===== src/rtl/cpu_pkg.sv =====
// Shared encodings for the CPU sequencer: states, opcodes, ALU codes
// and the opcode classification bundle.
package cpu_pkg;

    localparam int unsigned STATE_W = 3;
    localparam int unsigned OP_W    = 4;
    localparam int unsigned ALU_W   = 2;

    typedef enum logic [STATE_W-1:0] {
        S_IDLE   = 3'd0,
        S_FETCH  = 3'd1,
        S_DECODE = 3'd2,
        S_EXEC   = 3'd3,
        S_MEM    = 3'd4,
        S_WB     = 3'd5,
        S_HALT   = 3'd6
    } state_t;

    localparam logic [OP_W-1:0] OP_JMP = 4'b0001;
    localparam logic [OP_W-1:0] OP_LDW = 4'b0010;
    localparam logic [OP_W-1:0] OP_STW = 4'b0011;
    localparam logic [OP_W-1:0] OP_RTR = 4'b0100;
    localparam logic [OP_W-1:0] OP_BLT = 4'b0101;
    localparam logic [OP_W-1:0] OP_ADD = 4'b0110;
    localparam logic [OP_W-1:0] OP_SUB = 4'b0111;
    localparam logic [OP_W-1:0] OP_HLT = 4'b1111;

    localparam logic [ALU_W-1:0] ALU_ADD    = 2'b00;
    localparam logic [ALU_W-1:0] ALU_SUB    = 2'b01;
    localparam logic [ALU_W-1:0] ALU_PASS_A = 2'b10;

    // One-hot opcode class; exactly one field is set for any opcode.
    typedef struct packed {
        logic jump;
        logic branch;
        logic load;
        logic store;
        logic alu;
        logic halt;
        logic illegal;
    } op_class_t;

endpackage


===== src/rtl/op_classify.sv =====
// Combinational opcode classifier shared by decode and execute stages.
module op_classify
    import cpu_pkg::*;
(
    input  logic [OP_W-1:0] opcode,
    output op_class_t       op_class_c
);

    always_comb begin
        op_class_c = '0;
        case (opcode)
            OP_JMP:                 op_class_c.jump    = 1'b1;
            OP_BLT:                 op_class_c.branch  = 1'b1;
            OP_LDW:                 op_class_c.load    = 1'b1;
            OP_STW:                 op_class_c.store   = 1'b1;
            OP_ADD, OP_SUB, OP_RTR: op_class_c.alu     = 1'b1;
            OP_HLT:                 op_class_c.halt    = 1'b1;
            default:                op_class_c.illegal = 1'b1;
        endcase
    end

endmodule


===== src/rtl/cpu_sequencer.sv =====
// Multi-cycle CPU control sequencer: fetch/decode/execute/memory/writeback
// FSM with control outputs decoded from state, latched opcode and inputs.
module cpu_sequencer
    import cpu_pkg::*;
(
    input  logic               clock,
    input  logic               reset_n,
    input  logic               run,
    input  logic [OP_W-1:0]    opcode,
    input  logic               LT_flag,
    input  logic               mem_ack,
    output logic [STATE_W-1:0] state,
    output logic               PC_EN,
    output logic               PC_in_op,
    output logic               IR_EN,
    output logic               read_1EN,
    output logic               read_2EN,
    output logic               reg_file_wrEN,
    output logic               write_reg_from_memory,
    output logic [ALU_W-1:0]   alu_control,
    output logic               EN_mem_add,
    output logic               mem_req,
    output logic               RAM_wrEN,
    output logic               halted,
    output logic               illegal_op
);

    state_t          state_q;
    state_t          state_d;
    logic [OP_W-1:0] opcode_q;
    logic [OP_W-1:0] cls_opcode;
    op_class_t       op_class;

    // Decode looks at the live opcode; later states use the latched copy.
    assign cls_opcode = (state_q == S_DECODE) ? opcode : opcode_q;

    op_classify u_op_classify (
        .opcode     (cls_opcode),
        .op_class_c (op_class)
    );

    always_ff @(posedge clock) begin
        if (!reset_n) begin
            state_q  <= S_IDLE;
            opcode_q <= '0;
        end else begin
            state_q <= state_d;
            if (state_q == S_DECODE) begin
                opcode_q <= opcode;
            end
        end
    end

    // Next state and control decode; everything is forced low while reset_n
    // is asserted so no write strobe is visible in the reset cycle.
    always_comb begin
        state_d               = state_q;
        state                 = '0;
        PC_EN                 = 1'b0;
        PC_in_op              = 1'b0;
        IR_EN                 = 1'b0;
        read_1EN              = 1'b0;
        read_2EN              = 1'b0;
        reg_file_wrEN         = 1'b0;
        write_reg_from_memory = 1'b0;
        alu_control           = ALU_ADD;
        EN_mem_add            = 1'b0;
        mem_req               = 1'b0;
        RAM_wrEN              = 1'b0;
        halted                = 1'b0;
        illegal_op            = 1'b0;

        if (reset_n) begin
            state = STATE_W'(state_q);
            case (state_q)
                S_IDLE: begin
                    if (run) begin
                        state_d = S_FETCH;
                    end
                end
                S_FETCH: begin
                    mem_req = 1'b1;
                    if (mem_ack) begin
                        IR_EN   = 1'b1;
                        PC_EN   = 1'b1;
                        state_d = S_DECODE;
                    end
                end
                S_DECODE: begin
                    read_1EN = 1'b1;
                    read_2EN = 1'b1;
                    if (op_class.halt) begin
                        state_d = S_HALT;
                    end else if (op_class.illegal) begin
                        illegal_op = 1'b1;
                        state_d    = S_FETCH;
                    end else begin
                        state_d = S_EXEC;
                    end
                end
                S_EXEC: begin
                    state_d = S_FETCH;
                    if (op_class.alu) begin
                        if (opcode_q == OP_SUB) begin
                            alu_control = ALU_SUB;
                        end else if (opcode_q == OP_RTR) begin
                            alu_control = ALU_PASS_A;
                        end
                        state_d = S_WB;
                    end else if (op_class.jump) begin
                        PC_EN    = 1'b1;
                        PC_in_op = 1'b1;
                    end else if (op_class.branch) begin
                        alu_control = ALU_SUB;
                        PC_EN       = LT_flag;
                        PC_in_op    = LT_flag;
                    end else if (op_class.load || op_class.store) begin
                        EN_mem_add = 1'b1;
                        state_d    = S_MEM;
                    end
                end
                S_MEM: begin
                    mem_req  = 1'b1;
                    RAM_wrEN = op_class.store;
                    if (mem_ack) begin
                        state_d = op_class.store ? S_FETCH : S_WB;
                    end
                end
                S_WB: begin
                    reg_file_wrEN         = 1'b1;
                    write_reg_from_memory = op_class.load;
                    state_d               = S_FETCH;
                end
                S_HALT: begin
                    halted = 1'b1;
                    if (run) begin
                        state_d = S_FETCH;
                    end
                end
                default: begin
                    state   = '0;
                    state_d = S_IDLE;
                end
            endcase
        end
    end

endmodule


===== config.mk =====
export PLATFORM = sky130hd
export DESIGN_NAME = cpu_sequencer
export DESIGN_NICKNAME = d
export VERILOG_FILES = /design/src/rtl/cpu_pkg.sv /design/src/rtl/op_classify.sv /design/src/rtl/cpu_sequencer.sv
export SDC_FILE = /design/constraint.sdc
export NUM_CORES = 1
export LEC_CHECK = 0
export CORE_MARGIN = 3
export CORE_UTILIZATION = 46
export DETAILED_ROUTE_END_ITERATION = 16
export HOLD_SLACK_MARGIN = 0.08
export PLACE_DENSITY = 0.94
export SYNTH_ARGS = -nofsm -noshare
export SYNTH_HDL_FRONTEND = slang
export SYNTH_HIERARCHICAL = 1
export SYNTH_SLANG_ARGS = --single-unit

===== constraint.sdc =====
create_clock -name clock -period 7.8 [get_ports clock]
set_input_delay 2.34 -clock clock [delete_from_list [all_inputs] [get_ports clock]]
set_output_delay 2.34 -clock clock [all_outputs]
set_load 0.05 [all_outputs]

==> results of run 1 <==
-- layer usage --
| layer | share of wire [%] | up-vias |
|---|---|---|
| met4 | 1.5 | 0 |
| met2 | 47 | 32 |
| li1 | - | 370 |
| met5 | 0 | - |
| met3 | 6.0 | 4 |
| met1 | 46 | 342 |
-- worst max-delay path, stage by stage --
cell and delay (ps):
clkdlybuf4s50_1 410, mux2_4 290, nand2b_1 190, nor3b_1 340, a21oi_1 110, nor3_1 210, or2_1 140, clkdlybuf4s50_1 800
-- synthesized netlist by cell type (2+ instances only) --
master / instances
nor2_1: 12
a21oi_1: 4
nor3_1: 4
nand2b_1: 3
nand2_1: 12
mux2i_1: 2
a2bb2oi_1: 2
mux2_4: 4
nor4b_1: 3
dfxtp_1: 7
nor3b_1: 3
nor2b_1: 4
and2b_4: 2
buf_4: 2
nand3_1: 2
buf_2: 3
and2_1: 6
inv_1: 3
-- state kept, by name, indices dropped and copies added, names as in the netlist --
signal,flops
opcode_q,4
state_q,3
-- layout make-up --
cell class | instances | area (um^2)
tap | 15 | 18.77
fill | 110 | 409.1
inverter | 3 | 11.26
clock buffer | 4 | 26.28
sequential | 7 | 140.1
multi-input combinational | 76 | 494.2
timing repair buffer | 25 | 250.2
-- cells by family (layout without fill, tap and decap cells) --
kind of cell,after synthesis,count (layout),synth area share (%)
DFF,7,7,20.63
AOI/OAI and AO/OA,16,16,17.87
and+or+nand+nor,54,54,43.10
buffers and inverters,9,32,6.628
muxes,6,6,11.79
-- power by group through the flow --
| stage | clock, uW | combinational, uW | sequential, uW |
|---|---|---|---|
| floorplan | 0 | 123 | 47.3 |
| global placement | 0 | 131 | 64.3 |
| detailed placement | 0 | 134 | 64.5 |
| CTS | 33.1 | 135 | 63.9 |
| global route | 35.3 | 145 | 67.3 |
| finish | 31.8 | 136 | 64.5 |
-- cell usage in the layout (no fill, tap or decap), drive strengths merged --
master	n
a21bo	1
a21boi	1
a21oi	4
a22o	1
a22oi	1
a2bb2oi	2
a32oi	1
and2	6
and2b	2
and3	1
and3b	1
clkbuf	4
clkdlybuf4s50	25
dfxtp	7
inv	3
mux2	4
mux2i	2
nand2	12
nand2b	3
nand3	2
nor2	12
nor2b	4
nor3	4
nor3b	3
nor4b	3
o21ai	1
o2bb2ai	1
o311a	1
o311ai	1
o32ai	1
or2	1
-- metrics by stage --
step	utilization, %	hold WS, ps	total power (uW)	area, um^2	std cells
detailed placement	67.75	678.5	198.8	914.6	126
global placement	67.75	671.2	195.6	914.6	126
floorplan	-	625.4	170.6	679.4	92
finish	69.69	696.8	231.9	940.9	130
CTS	69.69	692.7	231.9	940.9	130
global route	69.69	728.1	247.4	940.9	130
-- final timing paths --
| path | startpoint | endpoint | slack (ps) | cells after the start |
|---|---|---|---|---|
| worst max-delay path | opcode[1] | PC_EN | 640 | 8 |
| worst max register to register | state_q[1] | state_q[2] | 5080 | 9 |
| worst min register to register | opcode_q[0] | opcode_q[0] | 700 | 2 |
| worst min-delay path | opcode_q[0] | opcode_q[0] | 700 | 2 |
==> impl_metrics.tcl, run 1 <==
set metrics [dict create \
    maxCapViolCount 0 \
    grt_pass1_vias 634 \
    critPathLaunchType "input pin" \
    pin_count 26 \
    yosys_warnings 6 \
    async_flop_share_pct 0 \
    dr.pass1.iters 4 \
    die_h_um 44.43 \
    detail_route.vias_per_cell 5.754 \
    finalClockSkew_ps 3.263 \
    synth_top_area_share_pct 20.63 \
    post-place-ws_ps 664.7 \
    p_sw_uw 109.7 \
    via_count 748 \
    dp_hpwl_um 1267 \
    ys_top_cells_by_area "dfxtp_1, mux2_4, nand2_1" \
    hold_viol_final 0 \
    met1_usage_pct 24.21 \
    grt_start_max_net_pins 17 \
    worstMarginPinSlew_ps 501.1 \
    p_int_uw 122.2 \
    synth_cells 92 \
    cts_tree "built" \
    synth_cell_types 32 \
    slew_headroom_pct 66.49 \
    numCtsBuffers 3 \
    cp-end-kind "primary output" \
    fin_ws_ps 643.1 \
    cts_resized 0 \
    pwr-share-seq_pct 27.8 \
    root_buffer "clkbuf_4" \
    clock_latency_ps 250 \
    slew_violations 0 \
    path_clk_slew_ps 50 \
    postSynthAreaPerCell_um2 7.385 \
    synth-main-ff-cell "dfxtp_1" \
    drc_errors 0 \
    wl_um 1678 \
    cellPowerDensity_nw_per_um2 246.5 \
    vdd_drop_max_mv 0.1344 \
    drtIter0Drc 15 \
    antenna_left 0 \
    fin_crit_ps 7157 \
    n_antenna_cell 0 \
    rsz0062_at_grt "false" \
    grt.met3_usage_pct 1.626 \
    netlist_area_um2 679.4 \
    wl_per_cell_um 12.91 \
    clock_sinks 7 \
    area_growth_pct 38.49 \
    fmax_mhz 139.7 \
    start_util_pct 50.32 \
    nets 125 \
    swShare_pct 47.32 \
    grt_pass1_wl_um 2670 \
    finalSetupTns_ps 0 \
    status "complete, no violations" \
    syn_nets 101 \
    min_path_type "flop to flop" \
    crit_required_ps 5460 \
    hold_buffers 0 \
    power.leakage_uw 0.0003468 \
    antenna_found_initial 0 \
    met2_usage_pct 27.91 \
    synth_area_leader_cell "dfxtp_1" \
    place.gp.congestion 0.8837 \
    overflow 0 \
    p_clk_share_pct 13.7 \
    synth-edff-count 0 \
    die_w_um 44.43 \
    portBuffers 25 \
    dieArea_um2 1974 \
    worstPathArrival_ps 4820 \
    comb_power_share_pct 58.5 \
    path_max_fanout 6 \
    cts_setup_buffers 0 \
    busiest_layer "met2" \
    grt_usage_pct 18.42 \
    core_um2 1350 \
    synth-seq-cells 7 \
    path_class "input pin to primary output" \
    synth_seq_area_share_pct 20.63 \
    clock_path_buffers 2 \
    num_rows 13 \
    post-route-period-util_pct 91.76 \
    htreeDepth 1 \
    layout-drive-gt1-share_pct 8.696 \
    finalSetupViolCount 0 \
]
Note: power is estimated with default switching activity, not from simulation.
==> inputs of run 2 (changes only) <==
ABC_AREA = 1   (was unset)
CAP_MARGIN = 30   (was unset)
CORE_UTILIZATION = 47   (was 46)
PLACE_DENSITY = 0.82   (was 0.94)
==> run 2 against run 1 <==
Effect of this change:
- final area is 5.1% higher
- synthesized cell count rose by 43%
- via count up 17%
- clock power rose by 3%
- wire length grew 5.2%
- fmax increased by 3.2%
- final cell count up 32%
- total power grew 40%
- sequential power fell by 12%
- critical path type unchanged
==> impl_metrics.tcl, run 2 <==
set metrics [dict create \
    synth_area_leader_cell "dfxtp_1" \
    multi_input_area_um2 451.7 \
    overflow 0 \
    clock_path_buffers 2 \
    power.leakage_uw 0.0004394 \
    path_clk_slew_ps 60 \
    ys_top_cells_by_area "dfxtp_1, nand2_1, inv_1" \
    min_to "opcode_q[2]" \
    cts_resized 0 \
    finalClockSkew_ps 5.645 \
    cts_setup_buffers 0 \
    final_cells 171 \
    dp_hpwl_um 1469 \
    layout-drive-gt1-share_pct 12.18 \
    dr.pass1.iters 4 \
    grt_start_max_net_pins 14 \
    hold_depth 4 \
    critPathBufInv 4 \
    maxCapViolCount 0 \
    place_inst 167 \
    hold_buffers 0 \
    top_register "opcode_q" \
    seqCellArea_um2 140.1 \
    drc_errors 0 \
    status "complete, no violations" \
    largest_reg_flops 4 \
    synth_cell_types 23 \
    via_count 872 \
    worstMarginPinSlew_ps 499.3 \
    critPathLaunchType "input pin" \
    htreeDepth 1 \
    critPathSlowestCell "clkdlybuf4s50_1" \
    nets 166 \
    async_flop_share_pct 0 \
    finalSetupViolCount 0 \
    die_w_um 45.73 \
    r2r_end "state_q[2]" \
    root_buffer "clkbuf_4" \
    pin_count 26 \
    synth_top_area_share_pct 18.89 \
    vdd_drop_max_mv 0.1836 \
    r2r_slack_ps 5510 \
    cts_tree "built" \
    ff2ff_path_depth 15 \
    postSynthAreaPerCell_um2 5.621 \
    final_common_cell "nand2_1" \
    yosys_warnings 6 \
    die_h_um 45.73 \
    fillerInstances 131 \
    top_regs "opcode_q x4, state_q x3" \
    synth_cells 132 \
    dieArea_um2 2091 \
    clock_latency_ps 250 \
    path_max_fanout 5 \
    yosys.cell_count.top_type "nand2_1" \
    layout_common_cells "nand2_1, clkdlybuf4s50_1, inv_1" \
    grt_pass1_wl_um 3167 \
    clock_sinks 7 \
    r2r-start "state_q[1]" \
    fmax_mhz 144.2 \
    post-route-period-util_pct 88.92 \
    synthTopCellsByCount "nand2_1, inv_1, nor2_1" \
    crit_required_ps 5460 \
    synth-main-ff-cell "dfxtp_1" \
    place.gp.congestion 0.8785 \
    synth-edff-count 0 \
    syn_nets 141 \
    slew_violations 0 \
    antenna_left 0 \
    wl_per_cell_um 10.32 \
    rsz0062_at_grt "false" \
    numCtsBuffers 3 \
    cp_slowest_stage_delay_ps 820 \
    core_um2 1383 \
    n_antenna_cell 0 \
    path_class "input pin to primary output" \
    num_rows 13 \
    netlist_area_um2 742.0 \
    crit_chain "clkdlybuf4s50_1 > inv_1 > a21oi_1 > a21oi_1 > inv_1 > nand3_1 > o22ai_1 > clkdlybuf4s50_1" \
    synth_seq_area_share_pct 18.89 \
    fin_crit_ps 6936 \
    finalSetupTns_ps 0 \
    grt_usage_pct 20.16 \
    hold_viol_final 0 \
    min_from "opcode_q[2]" \
    start_util_pct 53.67 \
    drtIter0Drc 17 \
    min_path_type "flop to flop" \
    detail_route.vias_per_cell 5.099 \
    synth-seq-cells 7 \
    cp-end-kind "primary output" \
    cellPowerDensity_nw_per_um2 329.1 \
    wl_um 1765 \
    worstPathArrival_ps 4600 \
    slew_headroom_pct 66.61 \
    antenna_found_initial 0 \
    area_growth_pct 33.22 \
    portBuffers 25 \
    grt_pass1_vias 787 \
    critPathTopFamily "buffers and inverters" \
]
[run 2: cell count changes in the layout (fill, tap and decap cells not counted), sizes merged, moves of 4 or more]
cell,before,now
a211oi,0,4
and2,6,0
nand2,12,36
inv,3,27
nand3,2,9
mux2,4,0
nor2,12,21
nor2b,4,0
a21oi,4,11
[run 2: power by group]
part | total (uW) | leakage [uW] | switching, uW | internal, uW
combinational | 236 | 0.000367 | 161 | 74.3
sequential | 56.9 | 0.0000574 | 9.51 | 47.4
clock | 32.8 | 0.0000150 | 13.2 | 19.5
[run 2: cell type report]
| type | count | share of cell area, % |
|---|---|---|
| multi-input combinational | 93 | 45.70 |
| tap | 15 | 1.899 |
| timing repair buffer | 25 | 25.32 |
| sequential | 7 | 14.18 |
| inverter | 27 | 10.25 |
| clock buffer | 4 | 2.658 |
[run 2: kinds of logic (layout without fill, tap and decap cells)]
logic type | count (synthesis) | after routing | synth area share (%)
AO/OA/AOI/OAI | 16 | 16 | 14.00
flip-flops | 7 | 7 | 18.89
buffers and inverters | 32 | 56 | 20.24
AND/OR/NAND/NOR | 77 | 77 | 46.88
[run 2: how the worst max path moves through the flow]
| stage | startpoint | endpoint | depth (start not counted) |
|---|---|---|---|
| 3_3_place_gp | opcode[0] | PC_EN | 8 |
| 6_report | opcode[0] | PC_EN | 8 |
| 4_1_cts | opcode[0] | PC_EN | 8 |
| 3_5_place_dp | opcode[0] | PC_EN | 8 |
| 2_1_floorplan | opcode[1] | alu_control[1] | 6 |
| 5_1_grt | opcode[0] | PC_EN | 8 |
[run 2: per-layer routing]
metal | global-route usage [%] | wire, um | vias to the layer above | part of all wire, %
met5 | 0 | 0 | - | 0
met4 | 9.091 | 34 | 0 | 1.9
met3 | 3.953 | 113 | 6 | 6.4
met2 | 34.26 | 845 | 26 | 48
met1 | 24.17 | 772 | 381 | 44
li1 | - | - | 459 | -
[run 2: worst reg2reg max path, stage by stage (launching register included)]
cell	delay, ps
dfxtp_1	420
nand2_2	120
nor2_4	270
inv_2	110
nand2_1	70
inv_1	50
a21oi_1	350
nand2_1	130
nor2_1	200
nor2_1	90
nand2_1	90
nand2_1	50
nand2_1	60
nand3_1	70
nand3_1	70
nand2_1	50
[run 2: per-stage QoR]
stage	cell area (um^2)	hold WS [ps]	utilization [%]	total power, uW	worst slack, ps
6_report	988.4	555.6	71.49	325.3	864.4
5_1_grt	988.4	577.1	71.49	359.8	678.4
4_1_cts	988.4	553.6	71.49	327.5	868.1
3_5_place_dp	962.2	543.9	69.59	292.5	868.9
3_3_place_gp	962.2	528.3	69.59	288.6	889.9
2_1_floorplan	742.0	517.6	-	250.3	1389
